--- src/rtl/fnd_pkg.sv ---
// Shared types, segment constants and the double-dabble step for the FND outport display.
package fnd_pkg;

    localparam int unsigned BIN_W = 8;
    localparam int unsigned BCD_W = 12;
    localparam int unsigned SR_W  = BCD_W + BIN_W;

    typedef enum logic [1:0] {IDLE, CONV, DONE} state_t;

    // Active-low segments {dp,g,f,e,d,c,b,a}; dp is never lit.
    localparam logic [7:0] SEG_0     = 8'hC0;
    localparam logic [7:0] SEG_1     = 8'hF9;
    localparam logic [7:0] SEG_2     = 8'hA4;
    localparam logic [7:0] SEG_3     = 8'hB0;
    localparam logic [7:0] SEG_4     = 8'h99;
    localparam logic [7:0] SEG_5     = 8'h92;
    localparam logic [7:0] SEG_6     = 8'h82;
    localparam logic [7:0] SEG_7     = 8'hF8;
    localparam logic [7:0] SEG_8     = 8'h80;
    localparam logic [7:0] SEG_9     = 8'h90;
    localparam logic [7:0] SEG_BLANK = 8'hFF;

    function automatic logic [7:0] seg_of(input logic [3:0] nib);
        logic [7:0] seg;
        case (nib)
            4'd0:    seg = SEG_0;
            4'd1:    seg = SEG_1;
            4'd2:    seg = SEG_2;
            4'd3:    seg = SEG_3;
            4'd4:    seg = SEG_4;
            4'd5:    seg = SEG_5;
            4'd6:    seg = SEG_6;
            4'd7:    seg = SEG_7;
            4'd8:    seg = SEG_8;
            4'd9:    seg = SEG_9;
            default: seg = SEG_BLANK;
        endcase
        return seg;
    endfunction

    // One shift-add-3 step over {hundreds, tens, ones, binary}.
    function automatic logic [SR_W-1:0] dd_step(input logic [SR_W-1:0] sr);
        logic [SR_W-1:0] t;
        t = sr;
        for (int i = 0; i < 3; i++) begin
            if (t[BIN_W + 4*i +: 4] >= 4'd5) begin
                t[BIN_W + 4*i +: 4] = t[BIN_W + 4*i +: 4] + 4'd3;
            end
        end
        return {t[SR_W-2:0], 1'b0};
    endfunction

endpackage

--- src/rtl/bin2bcd_seq.sv ---
// Sequential double-dabble converter with a one-deep, last-value-wins pending slot.
module bin2bcd_seq
    import fnd_pkg::*;
(
    input  logic              clk,
    input  logic              reset,
    input  logic [BIN_W-1:0]  data_in,
    input  logic              data_valid,
    output logic              busy,
    output logic [BCD_W-1:0]  bcd
);

    state_t             state_q;
    logic [SR_W-1:0]    sr_q;
    logic [2:0]         iter_q;
    logic [BIN_W-1:0]   pend_q;
    logic               pend_vld_q;
    logic [BCD_W-1:0]   bcd_q;
    logic               busy_q;

    always_ff @(posedge clk) begin
        if (reset) begin
            state_q    <= IDLE;
            sr_q       <= '0;
            iter_q     <= '0;
            pend_q     <= '0;
            pend_vld_q <= 1'b0;
            bcd_q      <= '0;
            busy_q     <= 1'b0;
        end else begin
            case (state_q)
                IDLE: begin
                    if (data_valid) begin
                        sr_q    <= {{BCD_W{1'b0}}, data_in};
                        iter_q  <= '0;
                        busy_q  <= 1'b1;
                        state_q <= CONV;
                    end
                end
                CONV: begin
                    sr_q   <= dd_step(sr_q);
                    iter_q <= iter_q + 3'd1;
                    if (iter_q == 3'd7) begin
                        state_q <= DONE;
                    end
                    if (data_valid) begin
                        pend_q     <= data_in;
                        pend_vld_q <= 1'b1;
                    end
                end
                DONE: begin
                    bcd_q <= sr_q[SR_W-1:BIN_W];
                    // A strobe arriving in DONE is newer than anything pending.
                    if (data_valid || pend_vld_q) begin
                        sr_q       <= {{BCD_W{1'b0}}, (data_valid ? data_in : pend_q)};
                        iter_q     <= '0;
                        pend_vld_q <= 1'b0;
                        busy_q     <= 1'b1;
                        state_q    <= CONV;
                    end else begin
                        busy_q  <= 1'b0;
                        state_q <= IDLE;
                    end
                end
                default: begin
                    busy_q  <= 1'b0;
                    state_q <= IDLE;
                end
            endcase
        end
    end

    assign busy = busy_q;
    assign bcd  = bcd_q;

endmodule

--- src/rtl/fnd_outport_display.sv ---
// Outport capture, BCD conversion and 4-digit multiplexed FND drive.
// Optional leading-zero blanking is enabled by defining FND_LZB_EN.
module fnd_outport_display
    import fnd_pkg::*;
#(
    parameter int unsigned REFRESH_DIV = 100_000,
    parameter int unsigned CNT_W       = 17
) (
    input  logic        clk,
    input  logic        reset,
    input  logic [7:0]  data_in,
    input  logic        data_valid,
    output logic        busy,
    output logic [11:0] bcd_out,
    output logic [3:0]  fnd_com,
    output logic [7:0]  fnd_font
);

`ifdef FND_LZB_EN
    localparam bit LZB = 1'b1;
`else
    localparam bit LZB = 1'b0;
`endif

    localparam logic [CNT_W-1:0] CNT_MAX = CNT_W'(REFRESH_DIV - 1);

    logic [CNT_W-1:0] refresh_cnt_q;
    logic [1:0]       idx_q;
    logic [3:0]       com_q;
    logic [7:0]       font_q;
    logic [3:0]       nib;
    logic             blank;
    logic             hund_zero;
    logic             tens_zero;

    bin2bcd_seq u_bin2bcd_seq (
        .clk        (clk),
        .reset      (reset),
        .data_in    (data_in),
        .data_valid (data_valid),
        .busy       (busy),
        .bcd        (bcd_out)
    );

    always_ff @(posedge clk) begin
        if (reset) begin
            refresh_cnt_q <= '0;
            idx_q         <= '0;
        end else if (refresh_cnt_q == CNT_MAX) begin
            refresh_cnt_q <= '0;
            idx_q         <= idx_q + 2'd1;
        end else begin
            refresh_cnt_q <= refresh_cnt_q + 1'b1;
        end
    end

    assign hund_zero = (bcd_out[11:8] == 4'd0);
    assign tens_zero = (bcd_out[7:4] == 4'd0);

    always_comb begin
        nib   = 4'd0;
        blank = 1'b0;
        case (idx_q)
            2'd0: nib = bcd_out[3:0];
            2'd1: begin
                nib   = bcd_out[7:4];
                blank = LZB && hund_zero && tens_zero;
            end
            2'd2: begin
                nib   = bcd_out[11:8];
                blank = LZB && hund_zero;
            end
            default: begin
                nib   = 4'd0;
                blank = LZB;
            end
        endcase
    end

    // Digit enable and font are registered together so segments never straddle a digit change.
    always_ff @(posedge clk) begin
        if (reset) begin
            com_q  <= 4'b1110;
            font_q <= SEG_0;
        end else begin
            com_q  <= ~(4'b0001 << idx_q);
            font_q <= blank ? SEG_BLANK : seg_of(nib);
        end
    end

    assign fnd_com  = com_q;
    assign fnd_font = font_q;

endmodule

--- config.mk ---
export PLATFORM = sky130hd
export DESIGN_NAME = fnd_outport_display
export DESIGN_NICKNAME = d
export VERILOG_FILES = /design/src/rtl/fnd_pkg.sv /design/src/rtl/bin2bcd_seq.sv /design/src/rtl/fnd_outport_display.sv
export SDC_FILE = /design/constraint.sdc
export NUM_CORES = 1
export LEC_CHECK = 0
export ABC_CLOCK_PERIOD_IN_PS = 2200
export CORE_MARGIN = 10
export CORE_UTILIZATION = 45
export DETAILED_ROUTE_END_ITERATION = 12
export GPL_ROUTABILITY_DRIVEN = 0
export PLACE_DENSITY_LB_ADDON = 0.3
export SETUP_SLACK_MARGIN = 0.3
export SYNTH_ARGS = -nofsm -noshare
export SYNTH_HDL_FRONTEND = slang
export SYNTH_HIERARCHICAL = 1
export SYNTH_SLANG_ARGS = --single-unit
--- constraint.sdc ---
create_clock -name clk -period 2.2 [get_ports clk]
set_input_delay 0.44 -clock clk [delete_from_list [all_inputs] [get_ports clk]]
set_output_delay 0.44 -clock clk [all_outputs]
set_load 0.01 [all_outputs]
==> metrics.csv, run 1 <==
metric,value,unit
status,"finished, final reports clean",
final.setup.tns,0,ps
vias,3118,
cp_cell_sequence,buf_4 > ha_4 > a222oi_1 > nor2_1 > inv_1 > ha_2 > mux2_4 > nand2_1 > o211a_1,
num_rows,33,
max_freq,531,MHz
worstPathArrival,2120,ps
cts_buffers,9,
drv_slew,0,
start_util,45.7,%
syn_inst,427,
combPwrFrac,10.8,%
critPathLaunchType,flip-flop,
area_growth,21.9,%
cts-root-buf,clkbuf_8,
worstSetupPathType,reg -> reg,
async_flop_share,0,%
hold_buffers,0,
drive_above_1_share,14.1,%
firstDrtPassIters,5,
postLayoutCoreUtil,55.7,%
fin_worst_skew,11.6,ps
antenna_left,0,
antenna_found_initial,0,
cts_tree,done,
antenna_cells,0,
drv_cap,0,
end_kind,flip-flop,
die-height,111,um
period_share,85.6,%
dpl.cell_count,559,
hold_start,u_bin2bcd_seq/pend_q[2],
rsz0062_at_grt,true,
viasPerCell,5.39,
drcViolationCount,0,
synth-edff-count,0,
ys_seq_area_share,41.5,%
dominantRegCellSynth,dfxtp_1,
clock_path_buffers,2,
grt_pass1_vias,2982,
critPathMaxFanout,5,
clkLatencyLatePin,340,ps
critPathMaxStageDelay,360,ps
grt_first_pass_wirelength,13.7,mm
crit_buf_inv,2,
dp_hpwl,5.60,mm
worstPathRequired,2440,ps
setup_viol,0,
clkPwrFrac,39.3,%
routed_wl,7.91,mm
r2r-start,idx_q[1],
synth_cell_types,51,
avgSynthCellArea,8.71,um2
fin_hold_ws,455,ps
post_dp_cell_area,4240,um2
finalHoldViolations,0,
die_width,111,um
grtUsageTotal,12.7,%
ys_warn_count,13,
swShare,24.3,%
final_cells,579,
path_delay_family,compound AO/OA/AOI/OAI gates,
htree_levels,3,
synth_area,3720,um2
core_area,8130,um2
place.port_buffers,34,
critPathSlowestCell,dfxtp_4,
drtIter0Drc,144,
wire_per_inst,13.7,um
syn_nets,462,
clk_pin_slew,80,ps
grt_overflow,0,
p_leak,1.63,nW
die_area,12300,um2
worst_hold_path_type,reg -> reg,
grt_max_degree,24,
switchingPower,714,uW
vdd_ir_drop_max,0.313,mV
internal_power,2.23,mW
setup.worst_path.start,idx_q[1],
p_per_area,650,nW/um2
fin_crit,1880,ps
synth-seq-cells,77,
design_area,4530,um2
nets,505,
power_frac_seq,49.9,%
ios,36,
clock_sinks,77,
## routing by layer
layer / up-vias / share of wire, % / wire length (um) / GRT usage, %
li1: 1581 / - / - / -
met1: 1456 / 48 / 3770 / 15.4
met2: 75 / 46 / 3630 / 20.5
met3: 6 / 5.3 / 422 / 3.57
met4: 0 / 1.2 / 91 / 5.38
met5: - / 0 / 0 / 0
## power by group through the flow
stage          logic (mW)  registers, mW  clock network, mW
4_1_cts             0.319           1.47               1.19
3_5_place_dp        0.318           1.50                  0
2_1_floorplan       0.221           1.50                  0
5_1_grt             0.359           1.47               1.24
6_report            0.318           1.47               1.16
3_3_place_gp        0.313           1.50                  0
## path summary, 6_finish.rpt
path                                           endpoint  slack, ps  cells past startpoint
worst min-delay path            u_bin2bcd_seq/pend_q[2]        460                      2
worst max register to register              fnd_font[4]        320                      9
worst min register to register  u_bin2bcd_seq/pend_q[2]        460                      2
worst max-delay path                        fnd_font[4]        320                      9
## sequential cells by signal (all words and copies together) (netlist names)
register / count
u_bin2bcd_seq/pend_vld_q: 1
u_bin2bcd_seq/pend_q: 8
u_bin2bcd_seq/state_q: 2
u_bin2bcd_seq/busy: 1
idx_q: 2
u_bin2bcd_seq/iter_q: 3
refresh_cnt_q: 17
fnd_com: 4
fnd_font: 7
u_bin2bcd_seq/bcd: 12
u_bin2bcd_seq/sr_q: 20
## synthesized netlist by cell type (all sizes together) (3+ instances only)
master | instances | area share, %
or3 | 4 | 0.81
a222oi | 4 | 1.1
a21oi | 33 | 4.4
or2 | 4 | 0.67
mux2 | 4 | 1.2
nor4 | 4 | 0.67
dfxtp | 77 | 41
nand2 | 41 | 4.1
xor2 | 5 | 1.2
nand3 | 19 | 2.7
nand3b | 4 | 0.81
nor3b | 3 | 0.61
nor3 | 11 | 1.5
nor2 | 44 | 4.4
o211ai | 12 | 2.4
clkbuf | 16 | 1.6
o32ai | 5 | 1.2
ha | 24 | 8.1
o21ai | 14 | 1.9
nand2b | 7 | 1.2
buf | 6 | 1.0
mux2i | 20 | 5.4
nand4 | 8 | 1.3
inv | 23 | 2.3
xnor2 | 11 | 2.6
## tightest hold or removal path, delay by kind of cell (launching register included)
kind | cells | cell delay, ps
compound gates | 1 | 50
flops | 1 | 310
simple gates | 1 | 50
## cell type report
type | instances | area, um2
Timing Repair Buffer | 54 | 485
Clock inverter | 4 | 72.6
Inverter | 23 | 86.3
Fill cell | 701 | 3600
Multi-Input combinational cell | 305 | 2060
Clock buffer | 11 | 141
Tap cell | 105 | 131
Sequential cell | 77 | 1550
## metrics by stage
stage / power [mW] / setup slack [ps]
6_report: 2.94 / 317
3_3_place_gp: 1.81 / 134
2_1_floorplan: 1.72 / 263
3_5_place_dp: 1.82 / 129
5_1_grt: 3.07 / 227
4_1_cts: 2.97 / 308
## cells in the final DEF (no fill, tap or decap), types with 3 or more instances in the layout
cell type        Yosys  layout
nor3b_1              3       3
mux2_2               4       3
inv_2                0       4
clkbuf_8             0      10
nand2b_1             7       6
nor3_1              11      10
xnor2_1             11      11
o21ai_0             11      11
a21oi_2              0       3
o21ai_1              3       3
dfxtp_1             77      73
nand2_1             41      41
inv_1               23      19
nand3_1             18      18
ha_1                24      19
buf_4                1      20
o32ai_1              5       4
or2_2                4       3
o211ai_1            12      12
or3_1                3       3
nor2_1              44      44
mux2i_1             20      20
ha_2                 0       3
nand4_1              8       8
xor2_1               5       5
a222oi_1             4       4
nor4_1               4       4
clkdlybuf4s50_1      0      33
nand3b_1             4       4
a21oi_1             33      30
## what timing repair did
item	CTS	global route
setup endpoints to repair	2	29
setup buffers	0	5
gates resized for setup	4	8
pin swaps	3	7
## cells by family after synthesis
logic type | count (synthesis) | share of synthesized area (%)
flops | 77 | 41.5
simple gates | 157 | 20.7
compound gates | 83 | 14.3
buf+inv | 45 | 4.95
other cells | 1 | 0.101
xor+xnor | 16 | 3.77
mux | 24 | 6.60
fa+ha+maj | 24 | 8.08
Power figures use the tool's default switching activity.
==> run 2: changes to the inputs <==
--- a/config.mk
+++ b/config.mk
@@ -6,6 +6,5 @@
 export NUM_CORES = 1
 export LEC_CHECK = 0
-export ABC_CLOCK_PERIOD_IN_PS = 2200
-export CORE_MARGIN = 10
+export ABC_CLOCK_PERIOD_IN_PS = 1650
 export CORE_UTILIZATION = 45
 export DETAILED_ROUTE_END_ITERATION = 12
==> constraint.sdc (replaced) <==
create_clock -name clk -period 1.65 [get_ports clk]
set_input_delay 0.33 -clock clk [delete_from_list [all_inputs] [get_ports clk]]
set_output_delay 0.33 -clock clk [all_outputs]
set_load 0.02 [all_outputs]
==> run 2 against run 1 <==
  * The run now ends with setup timing left
  * Design area up 22%
  * Worst hold slack got worse by 39 ps
  * Sequential power increased by 34%
  * Clock power rose by 37%
  * Utilization is 15 points higher
  * Sequential cell count unchanged
  * Non-clock buffer count is 55 higher
  * Clock skew increased by 1.4 ps
  * Combinational power grew 150%
  * Die area is 30% lower
==> metrics.csv, run 2 (same netlist as run 1, synthesis figures left out) <==
metric,value,unit,change
dp_hpwl,5.91,mm,was 5.60 mm
busiest_layer,met2,,unchanged
place.port_buffers,34,,unchanged
violations,setup timing,,
final_cell_mix,"dfxtp_1, buf_4, nor2_1, nand2_1, a21oi_1",,"was dfxtp_1, nor2_1, nand2_1, clkdlybuf4s50_1, a21oi_1"
antenna_found_initial,0,,unchanged
cts_tree,done,,unchanged
vias,3592,,was 3118
fin_hold_ws,417,ps,was 455 ps
critPathLaunchType,flip-flop,,unchanged
start_util,47.4,%,was 45.7%
vdd_ir_drop_max,0.538,mV,was 0.313 mV
routed_wl,10.9,mm,was 7.91 mm
period_share,114,%,was 85.6%
drv_slew,0,,unchanged
fin_worst_skew,13.0,ps,was 11.6 ps
p_leak,2.07,nW,was 1.63 nW
final_common_cell,dfxtp_1,,unchanged
grt_first_pass_wirelength,15.8,mm,was 13.7 mm
end_kind,flip-flop,,unchanged
clock_path_buffers,2,,unchanged
largest_reg_flops,20,,unchanged
die_area,8630,um2,was 12300 um2
critPathMaxFanout,4,,was 5
place_ws,-336,ps,was 129 ps
antenna_left,0,,unchanged
num_rows,32,,was 33
p_per_area,784,nW/um2,was 650 nW/um2
final.setup.tns,-1940,ps,was 0 ps
drv_cap,0,,unchanged
rsz0062_at_grt,true,,unchanged
htree_levels,3,,unchanged
finalHoldViolations,0,,unchanged
nets,560,,was 505
worstSetupPathType,reg -> reg,,unchanged
drcViolationCount,0,,unchanged
drtIter0Drc,238,,was 144
viasPerCell,5.68,,was 5.39
postLayoutCoreUtil,70.5,%,was 55.7%
worst_hold_path_type,in -> reg,,was reg -> reg
fill_cells,518,,was 701
hold_start,reset,,was u_bin2bcd_seq/pend_q[2]
grt_pass1_vias,3353,,was 2982
worstPathRequired,1900,ps,was 2440 ps
grtUsageTotal,23.4,%,was 12.7%
area_growth,48.9,%,was 21.9%
setup_viol,20,,was 0
grt_overflow,0,,unchanged
antenna_cells,0,,unchanged
regMostFlops,u_bin2bcd_seq/sr_q,,unchanged
final.setup.worst_slack,-229,ps,was 317 ps
drive_above_1_share,43.2,%,was 14.1%
cts-root-buf,clkbuf_8,,unchanged
firstDrtPassIters,5,,unchanged
r2r-start,idx_q[1],,unchanged
clkLatencyLatePin,360,ps,was 340 ps
die-height,92.9,um,was 111 um
met2_usage,39.9,%,was 20.5%
status,"finished, violations left",,"was finished, final reports clean"
clk_pin_slew,90,ps,was 80 ps
hold_buffers,0,,unchanged
use_met1,28.5,%,was 15.4%
grt_max_degree,23,,was 24
fin_crit,1880,ps,about the same
wire_per_inst,17.2,um,was 13.7 um
finalPower,4.34,mW,was 2.94 mW
max_freq,532,MHz,was 531 MHz
die_width,92.9,um,was 111 um
grt_use_met3,3.61,%,was 3.57%
worstPathArrival,2120,ps,about the same
clock_sinks,77,,unchanged
setup.worst_path.start,idx_q[1],,unchanged
ios,36,,unchanged
core_area,7850,um2,was 8130 um2
cts_buffers,9,,unchanged
[run 2: changes by cell type in the layout (fill, tap and decap cells not counted), sizes merged]
cell / before / now
buf: 21 / 86
clkdlybuf4s50: 33 / 8
clkdlybuf4s15: 0 / 9
clkbuf: 11 / 15
inv: 23 / 26
clkinvlp: 1 / 0
dlygate4sd2: 0 / 1
[run 2: layout make-up]
cell class,count,area (um2),area share [%]
Timing Repair Buffer,109,950,17.2
Sequential cell,77,1580,28.6
Clock inverter,6,92.6,1.67
Tap cell,102,128,2.31
Multi-Input combinational cell,305,2560,46.2
Inverter,23,98.8,1.79
Clock buffer,10,128,2.31
[run 2: per-layer routing]
layer	wire (um)	up-vias
met1	4550	1717
met4	277	0
li1	-	1706
met3	491	33
met2	5570	136
met5	0	-
[run 2: critical path, cell delays in order, from the launching register on]
cell and delay, ps:
dfxtp_4 380, inv_4 50, ha_4 170, buf_4 130
a222oi_1 350, buf_4 210, or2b_1 270, o211a_1 210
[run 2: path summary, 6_finish.rpt]
| path | to | slack, ps | cells after the start |
|---|---|---|---|
| max reg2reg | fnd_font[4] | -230 | 7 |
| min | u_bin2bcd_seq/sr_q[15] | 420 | 2 |
| min reg2reg | u_bin2bcd_seq/pend_q[1] | 460 | 2 |
| max | fnd_font[4] | -230 | 7 |
[run 2: repair_timing]
| action | in CTS | in global routing |
|---|---|---|
| pin swaps | 21 | 28 |
| setup endpoints to repair | 74 | 73 |
| setup buffers | 20 | 8 |
| cloned | 5 | 1 |
| gates resized for setup | 153 | 80 |
[run 2: through the flow]
step                      cells  area, um2
after floorplan             427       3880
after global placement      582       4510
after detailed placement    582       4510
after CTS                   623       5220
after global routing        632       5540
final                       632       5540
[run 2: where the power goes]
| group | internal, mW | switching, mW | leakage (nW) |
|---|---|---|---|
| clock | 0.867 | 0.724 | 0.112 |
| combinational | 0.366 | 0.419 | 1.32 |
| sequential | 1.91 | 0.0538 | 0.635 |
| total | 3.14 | 1.20 | 2.07 |
==> run 3: changes to the inputs <==
- RECOVER_POWER: not set -> 100
==> results of run 3 <==
Same layout as run 2: the final DEF is identical, and so are final timing and power.
